`src/rtl/forward_scoreboard.sv`:
```
// forward_scoreboard: shift-register scoreboard of in-flight register writers.
// Produces per-operand forwarding selects (youngest producer wins), a load-use
// stall, and a saturating count of stall cycles.
module forward_scoreboard #(
  parameter int unsigned REG_W        = 3,
  parameter int unsigned NUM_SRC      = 2,
  parameter int unsigned DEPTH        = 2,
  parameter int unsigned LOAD_READY   = 2,
  parameter int unsigned ZERO_REG     = 0,
  parameter int unsigned FLUSH_STAGES = 1,
  parameter int unsigned SEL_W        = $clog2(DEPTH + 1)
) (
  input  logic                     clk,
  input  logic                     reset,
  input  logic                     issue_valid,
  input  logic [REG_W-1:0]         issue_rd,
  input  logic                     issue_regWrite,
  input  logic                     issue_memRead,
  input  logic [NUM_SRC*REG_W-1:0] src_addr,
  input  logic [NUM_SRC-1:0]       src_used,
  input  logic                     freeze,
  input  logic                     flush,
  output logic [NUM_SRC*SEL_W-1:0] fwd_sel,
  output logic                     stall,
  output logic [15:0]              stall_count
);

  localparam int unsigned CNT_W = 16;
  localparam logic [CNT_W-1:0] CNT_MAX = '1;

  // Stage 1 is the youngest (EX), stage DEPTH the oldest (WB).
  logic             stValid [1:DEPTH];
  logic [REG_W-1:0] stRd    [1:DEPTH];
  logic             stWrite [1:DEPTH];
  logic             stLoad  [1:DEPTH];

  logic [NUM_SRC*SEL_W-1:0] selComb;
  logic [NUM_SRC-1:0]       found;
  logic                     hazard;

  // Youngest matching producer per operand; stall if that producer is a load
  // whose data is not yet forwardable.
  always_comb begin
    selComb = '0;
    found   = '0;
    hazard  = 1'b0;
    for (int i = 0; i < int'(NUM_SRC); i++) begin
      for (int k = 1; k <= int'(DEPTH); k++) begin
        if (!found[i] && src_used[i] && stValid[k] && stWrite[k] &&
            (stRd[k] == src_addr[i*REG_W +: REG_W]) &&
            !((ZERO_REG != 0) && (src_addr[i*REG_W +: REG_W] == '0))) begin
          found[i]                   = 1'b1;
          selComb[i*SEL_W +: SEL_W]  = SEL_W'(k);
          if (stLoad[k] && (k < int'(LOAD_READY))) begin
            hazard = 1'b1;
          end
        end
      end
    end
  end

  // Outputs are forced quiet while reset is held.
  assign fwd_sel = reset ? '0 : selComb;
  assign stall   = hazard & ~reset;

  // Scoreboard advance: reset > freeze > flush > stall > normal issue.
  always_ff @(posedge clk) begin
    if (reset) begin
      for (int k = 1; k <= int'(DEPTH); k++) begin
        stValid[k] <= 1'b0;
        stRd[k]    <= '0;
        stWrite[k] <= 1'b0;
        stLoad[k]  <= 1'b0;
      end
      stall_count <= '0;
    end else if (!freeze) begin
      for (int k = 2; k <= int'(DEPTH); k++) begin
        stValid[k] <= stValid[k-1] && !(flush && ((k - 1) <= int'(FLUSH_STAGES)));
        stRd[k]    <= stRd[k-1];
        stWrite[k] <= stWrite[k-1];
        stLoad[k]  <= stLoad[k-1];
      end
      // Flush or stall inserts a bubble; otherwise decode enters stage 1.
      stValid[1] <= issue_valid && !flush && !hazard;
      stRd[1]    <= issue_rd;
      stWrite[1] <= issue_regWrite;
      stLoad[1]  <= issue_memRead;
      if (!flush && hazard && (stall_count != CNT_MAX)) begin
        stall_count <= stall_count + CNT_W'(1);
      end
    end
  end

endmodule

```
`config.mk`:
```
export PLATFORM = sky130hd
export DESIGN_NAME = forward_scoreboard
export DESIGN_NICKNAME = d
export VERILOG_FILES = /design/src/rtl/forward_scoreboard.sv
export SDC_FILE = /design/constraint.sdc
export NUM_CORES = 1
export LEC_CHECK = 0
export ABC_AREA = 1
export CORE_MARGIN = 2
export CORE_UTILIZATION = 62
export CTS_CLUSTER_DIAMETER = 150
export DETAILED_ROUTE_END_ITERATION = 10
export DONT_BUFFER_PORTS = 1
export GPL_TIMING_DRIVEN = 0
export MAX_ROUTING_LAYER = met4
export PLACE_DENSITY = 0.86
export SLEW_MARGIN = 15
export SYNTH_ARGS = -nofsm -noshare
export SYNTH_HDL_FRONTEND = slang
export SYNTH_SLANG_ARGS = --single-unit
```
`constraint.sdc`:
```
create_clock -name clk -period 1.6 [get_ports clk]
set_input_delay 0.32 -clock clk [delete_from_list [all_inputs] [get_ports clk]]
set_output_delay 0.32 -clock clk [all_outputs]
set_load 0.02 [all_outputs]
```
---- Word-level counts from Yosys, hierarchy flattened ----
Memories as Yosys holds them, arrays and structs flattened.
Index checks and enable logic that the tools add are counted.
word-level totals
  register bits ........................... 16
  memory bits (writable) .................. 12
  input bits .............................. 18
  output and inout port bits .............. 21
  memories kept ........................... 4
memories
  memory   depth  bits a word  rd ports  clocked after Yosys merged registers in  wr ports  line  text
  stRd     2      3            2         0                                        2         33    logic [REG_W-1:0] stRd [1:DEPTH];
  stLoad   2      1            1         0                                        2         35    logic stLoad [1:DEPTH];
  stValid  2      1            2         0                                        2         32    logic stValid [1:DEPTH];
  stWrite  2      1            2         0                                        2         34    logic stWrite [1:DEPTH];
operators by class
  add/subtract/negate cells ............... 1
  equal/unequal tests ..................... 5
  muxes and demuxes ....................... 24
  bitwise operators ....................... 11
  reductions and logical operators ........ 24
operators by type and width
  kind                                           number
  logical AND 1 bit                              19
  two-way mux 1 bit                              19
  adder 16 x 1 -> 16 bit, second input constant  1
  inequality test 16 bit, second input constant  1
  == test 3 bit                                  4
  bitwise OR 1 bit                               8
  two-way mux 3 bit                              2
  zero test 1 bit                                4
  two-way mux 2 bit                              2
  two-way mux 4 bit                              1
  NOT 1 bit                                      2
  AND reduction 2 bit                            1
  AND 1 bit                                      1

---- Depth between registers and ports, before layout ----
An unclocked memory read counts as a cell.
  depth after elaboration ................. 12
  depth in mapped cells ................... 12
  gate-level depth less buffers ........... 11

---- Least setup slack after synthesis ----
No wires, ideal clock.
  path kind ............................... input -> output
  start point ............................. input port reset
  end point ............................... output port fwd_sel[1]
  data arrival time ....................... 1.519 ns
  required time ........................... 1.280 ns
  path slack .............................. -0.239 ns
  stages on the path ...................... 4
  buffers on the path ..................... 1
  path through ............................ inv_1 clkbuf_1 o2111ai_1 nor4b_1
between the ends
  cells in the longest elaborated chain, start to end .. 1
RTL lines
  what                line  text
  start: declaration  14    input logic reset,
  two-way mux 4 bit   63    assign fwd_sel = reset ? '0 : selComb;
  end: declaration    23    output logic [NUM_SRC*SEL_W-1:0] fwd_sel,
Every way passes these cells.

==> results.sh <==
export IMPL_cts_tree="yes"
export IMPL_arrival_ns=1.54
export IMPL_power_density_nw_per_um2=596
export IMPL_htreeDepth=1
export IMPL_antenna_found_initial=0
export IMPL_die_area_sq_um=2890
export IMPL_fmax_ghz=0.538
export IMPL_clk_latency_ns=0.34
export IMPL_port_buffers=0
export IMPL_gp_congestion=0.809
export IMPL_ys_types=25
export IMPL_syn_area_sq_um=1530
export IMPL_status="finished with violations"
export IMPL_skew_ns=0.00223
export IMPL_root_buffer="clkbuf_4"
export IMPL_startpoint_type="register"
export IMPL_layout_commonest_cell="nor2_1"
export IMPL_setup_slack_ns=-0.259
export IMPL_synth_seq_area_share_pct=42.4
export IMPL_min_period_ns=1.86
export IMPL_p_clk_share_pct=26.4
export IMPL_hold_slack_ns=0.0222
export IMPL_path_clk_slew_ns=0.15
export IMPL_drive_gt1_share_pct=34.4
export IMPL_violations="setup timing"
export IMPL_setup_viol=21
export IMPL_swShare_pct=26.0
export IMPL_crit_required_ns=1.28
export IMPL_synth_nets=242
export IMPL_remaining_drc_errors=0
export IMPL_p_int_w=0.000875
export IMPL_die_x_um=53.7
export IMPL_syn_inst=223
export IMPL_multi_input_area_sq_um=937
export IMPL_crit_start="stRd[2][0]"
export IMPL_power_total_w=0.00118
export IMPL_r2r_end="stall_count[5]"
export IMPL_nFillCells=141
export IMPL_cts_hold_buf=0
export IMPL_p_sw_w=0.000308
export IMPL_worstSetupPathType="register to primary output"
export IMPL_track_usage_pct=32.4
export IMPL_fin_crit_sh_pct=116
export IMPL_layout_common_cells="nor2_1 (47), nand2_1 (43), inv_1 (24)"
export IMPL_initial_core_util_pct=63.6
export IMPL_p_seq_share_pct=63.2
export IMPL_p_leak_nw=0.850
export IMPL_setup_tns_ns=-4.43
export IMPL_avgSynthCellArea_sq_um=6.87
export IMPL_diodes=0
export IMPL_cp_max_fo=2
export IMPL_vias_per_cell=5.77
export IMPL_ys_ff_latch=27
export IMPL_comb_power_share_pct=10.3
export IMPL_drtIter0Drc=68
export IMPL_ant_nets=0
export IMPL_wl_per_cell_um=16.4
export IMPL_regArea_sq_um=674
export IMPL_num_io_pins=39
export IMPL_grt_ovfl_total=0
export IMPL_cts_buffers=3
export IMPL_grt_pass1_wl_um=6420
export IMPL_areaGrowthSynthToFinish_pct=29.4
export IMPL_drt_pass1_iterations=4
export IMPL_dp_hpwl_um=2330
export IMPL_drv_slew=0
export IMPL_rr_startpoint="stRd[1][2]"
export IMPL_place_worst_setup_slack_ns=-0.210
export IMPL_grt_max_degree=15
export IMPL_ir_worst_vdd_uv=798
export IMPL_final_core_util_pct=82.3
export IMPL_coreArea_sq_um=2410
export IMPL_crit_end="fwd_sel[1]"
export IMPL_cts_num_sinks=27
export IMPL_grt_pass1_vias=1454
export IMPL_fin_nets=264
export IMPL_end_kind="primary output"
export IMPL_hp_class="input port to register"
export IMPL_finalWirelength_um=4500
export IMPL_r2r_slack_ns=-0.25
export IMPL_vias=1582
export IMPL_die_h_um=53.7
export IMPL_relSlewSlack_pct=58.9
export IMPL_r2r_cells=12
export IMPL_drv_cap=0
export IMPL_tightestPinTransition_ns=0.617
export IMPL_rsz0062_at_grt="yes"
export IMPL_cts_buffer_depth=2
export IMPL_finalHoldViolCount=0
export IMPL_ys_warn_count=0
export IMPL_row_count=18
[kinds of logic (layout without fill, tap and decap cells)]
group | after synthesis | after routing | synth area share (%)
simple gates | 137 | 137 | 38.1
fa+ha+maj | 1 | 1 | 0.816
compound gates | 18 | 18 | 6.37
xor+xnor | 3 | 3 | 1.71
flops | 27 | 27 | 42.4
buf+inv | 37 | 58 | 10.5
[flip-flops by register name (all words and copies together) (netlist names)]
| name | flops |
|---|---|
| stLoad | 1 |
| stRd | 6 |
| stWrite | 2 |
| stall_count | 16 |
| stValid | 2 |
[worst min path at each step]
stage | startpoint | end | slack, ns | depth (start not counted)
floorplan | reset | stall_count[10] | 0.39 | 1
detailed placement | reset | stall_count[10] | 0.40 | 1
global placement | reset | stall_count[10] | 0.39 | 1
global route | reset | stall_count[10] | 0.01 | 1
finish | reset | stall_count[10] | 0.02 | 1
CTS | reset | stall_count[10] | 0.04 | 1
[cell usage after synthesis]
library cell  count  share of area [%]
nor2_4            2                1.5
inv_1            29                7.1
nor4b_1           1               0.57
nand3_2           1               0.65
ha_1              1               0.82
nor3_1            2               0.65
dfxtp_1          16                 21
nand2_2           1               0.41
inv_2             2               0.49
a21oi_1          15                4.9
nor2_1           52                 13
o21ai_2           1               0.57
buf_6             3                2.2
nand4_1           2               0.82
edfxtp_1         11                 22
nand2_1          52                 13
o2111ai_1         1               0.57
xor2_1            2                1.1
xnor2_1           1               0.57
nand3_1          21                6.9
nor4_1            1               0.41
o21ai_1           1               0.33
and3_1            1               0.41
or2_2             1               0.41
clkbuf_1          3               0.73
[layout make-up]
| type | count | share of cell area (%) |
|---|---|---|
| Multi-Input combinational cell | 159 | 47.3 |
| Sequential cell | 27 | 34.0 |
| Timing Repair Buffer | 17 | 7.38 |
| Inverter | 31 | 5.87 |
| Buffer | 6 | 2.27 |
| Tap cell | 30 | 1.89 |
| Clock buffer | 4 | 1.32 |
[worst max-delay path, cell delays in order (launching register included)]
cell,delay (ns)
edfxtp_1,0.44
inv_2,0.08
nor2_1,0.05
nor2_1,0.10
o2111ai_2,0.13
nor4b_4,0.40
[power by group through the flow]
stage / registers, W / logic, W / clock network, W
6_report: 0.000748 / 0.000122 / 0.000313
5_1_grt: 0.000750 / 0.000134 / 0.000331
4_1_cts: 0.000746 / 0.000112 / 0.000305
3_5_place_dp: 0.000768 / 0.0000885 / 0
3_3_place_gp: 0.000767 / 0.0000860 / 0
2_1_floorplan: 0.000764 / 0.0000728 / 0
[per-stage QoR]
stage	cell area, sq um	instances
floorplan	1540	223
global placement	1580	253
detailed placement	1580	253
CTS	1940	274
global route	1980	274
finish	1980	274
[routing by layer]
| layer | wire length (um) | GRT usage [%] | vias up |
|---|---|---|---|
| li1 | - | - | 749 |
| met1 | 1760 | 36.6 | 733 |
| met2 | 2320 | 56.1 | 83 |
| met3 | 282 | 5.56 | 17 |
| met4 | 136 | 13.7 | 0 |
| met5 | 0 | - | - |
[timing repair]
item | 4_1_cts | 5_1_grt
cloned | 3 | 0
endpoints found under the setup margin | 21 | 22
setup buffers | 14 | 1
pin swaps | 16 | 10
gates resized for setup | 60 | 13
Note: power is estimated with default switching activity, not from simulation.
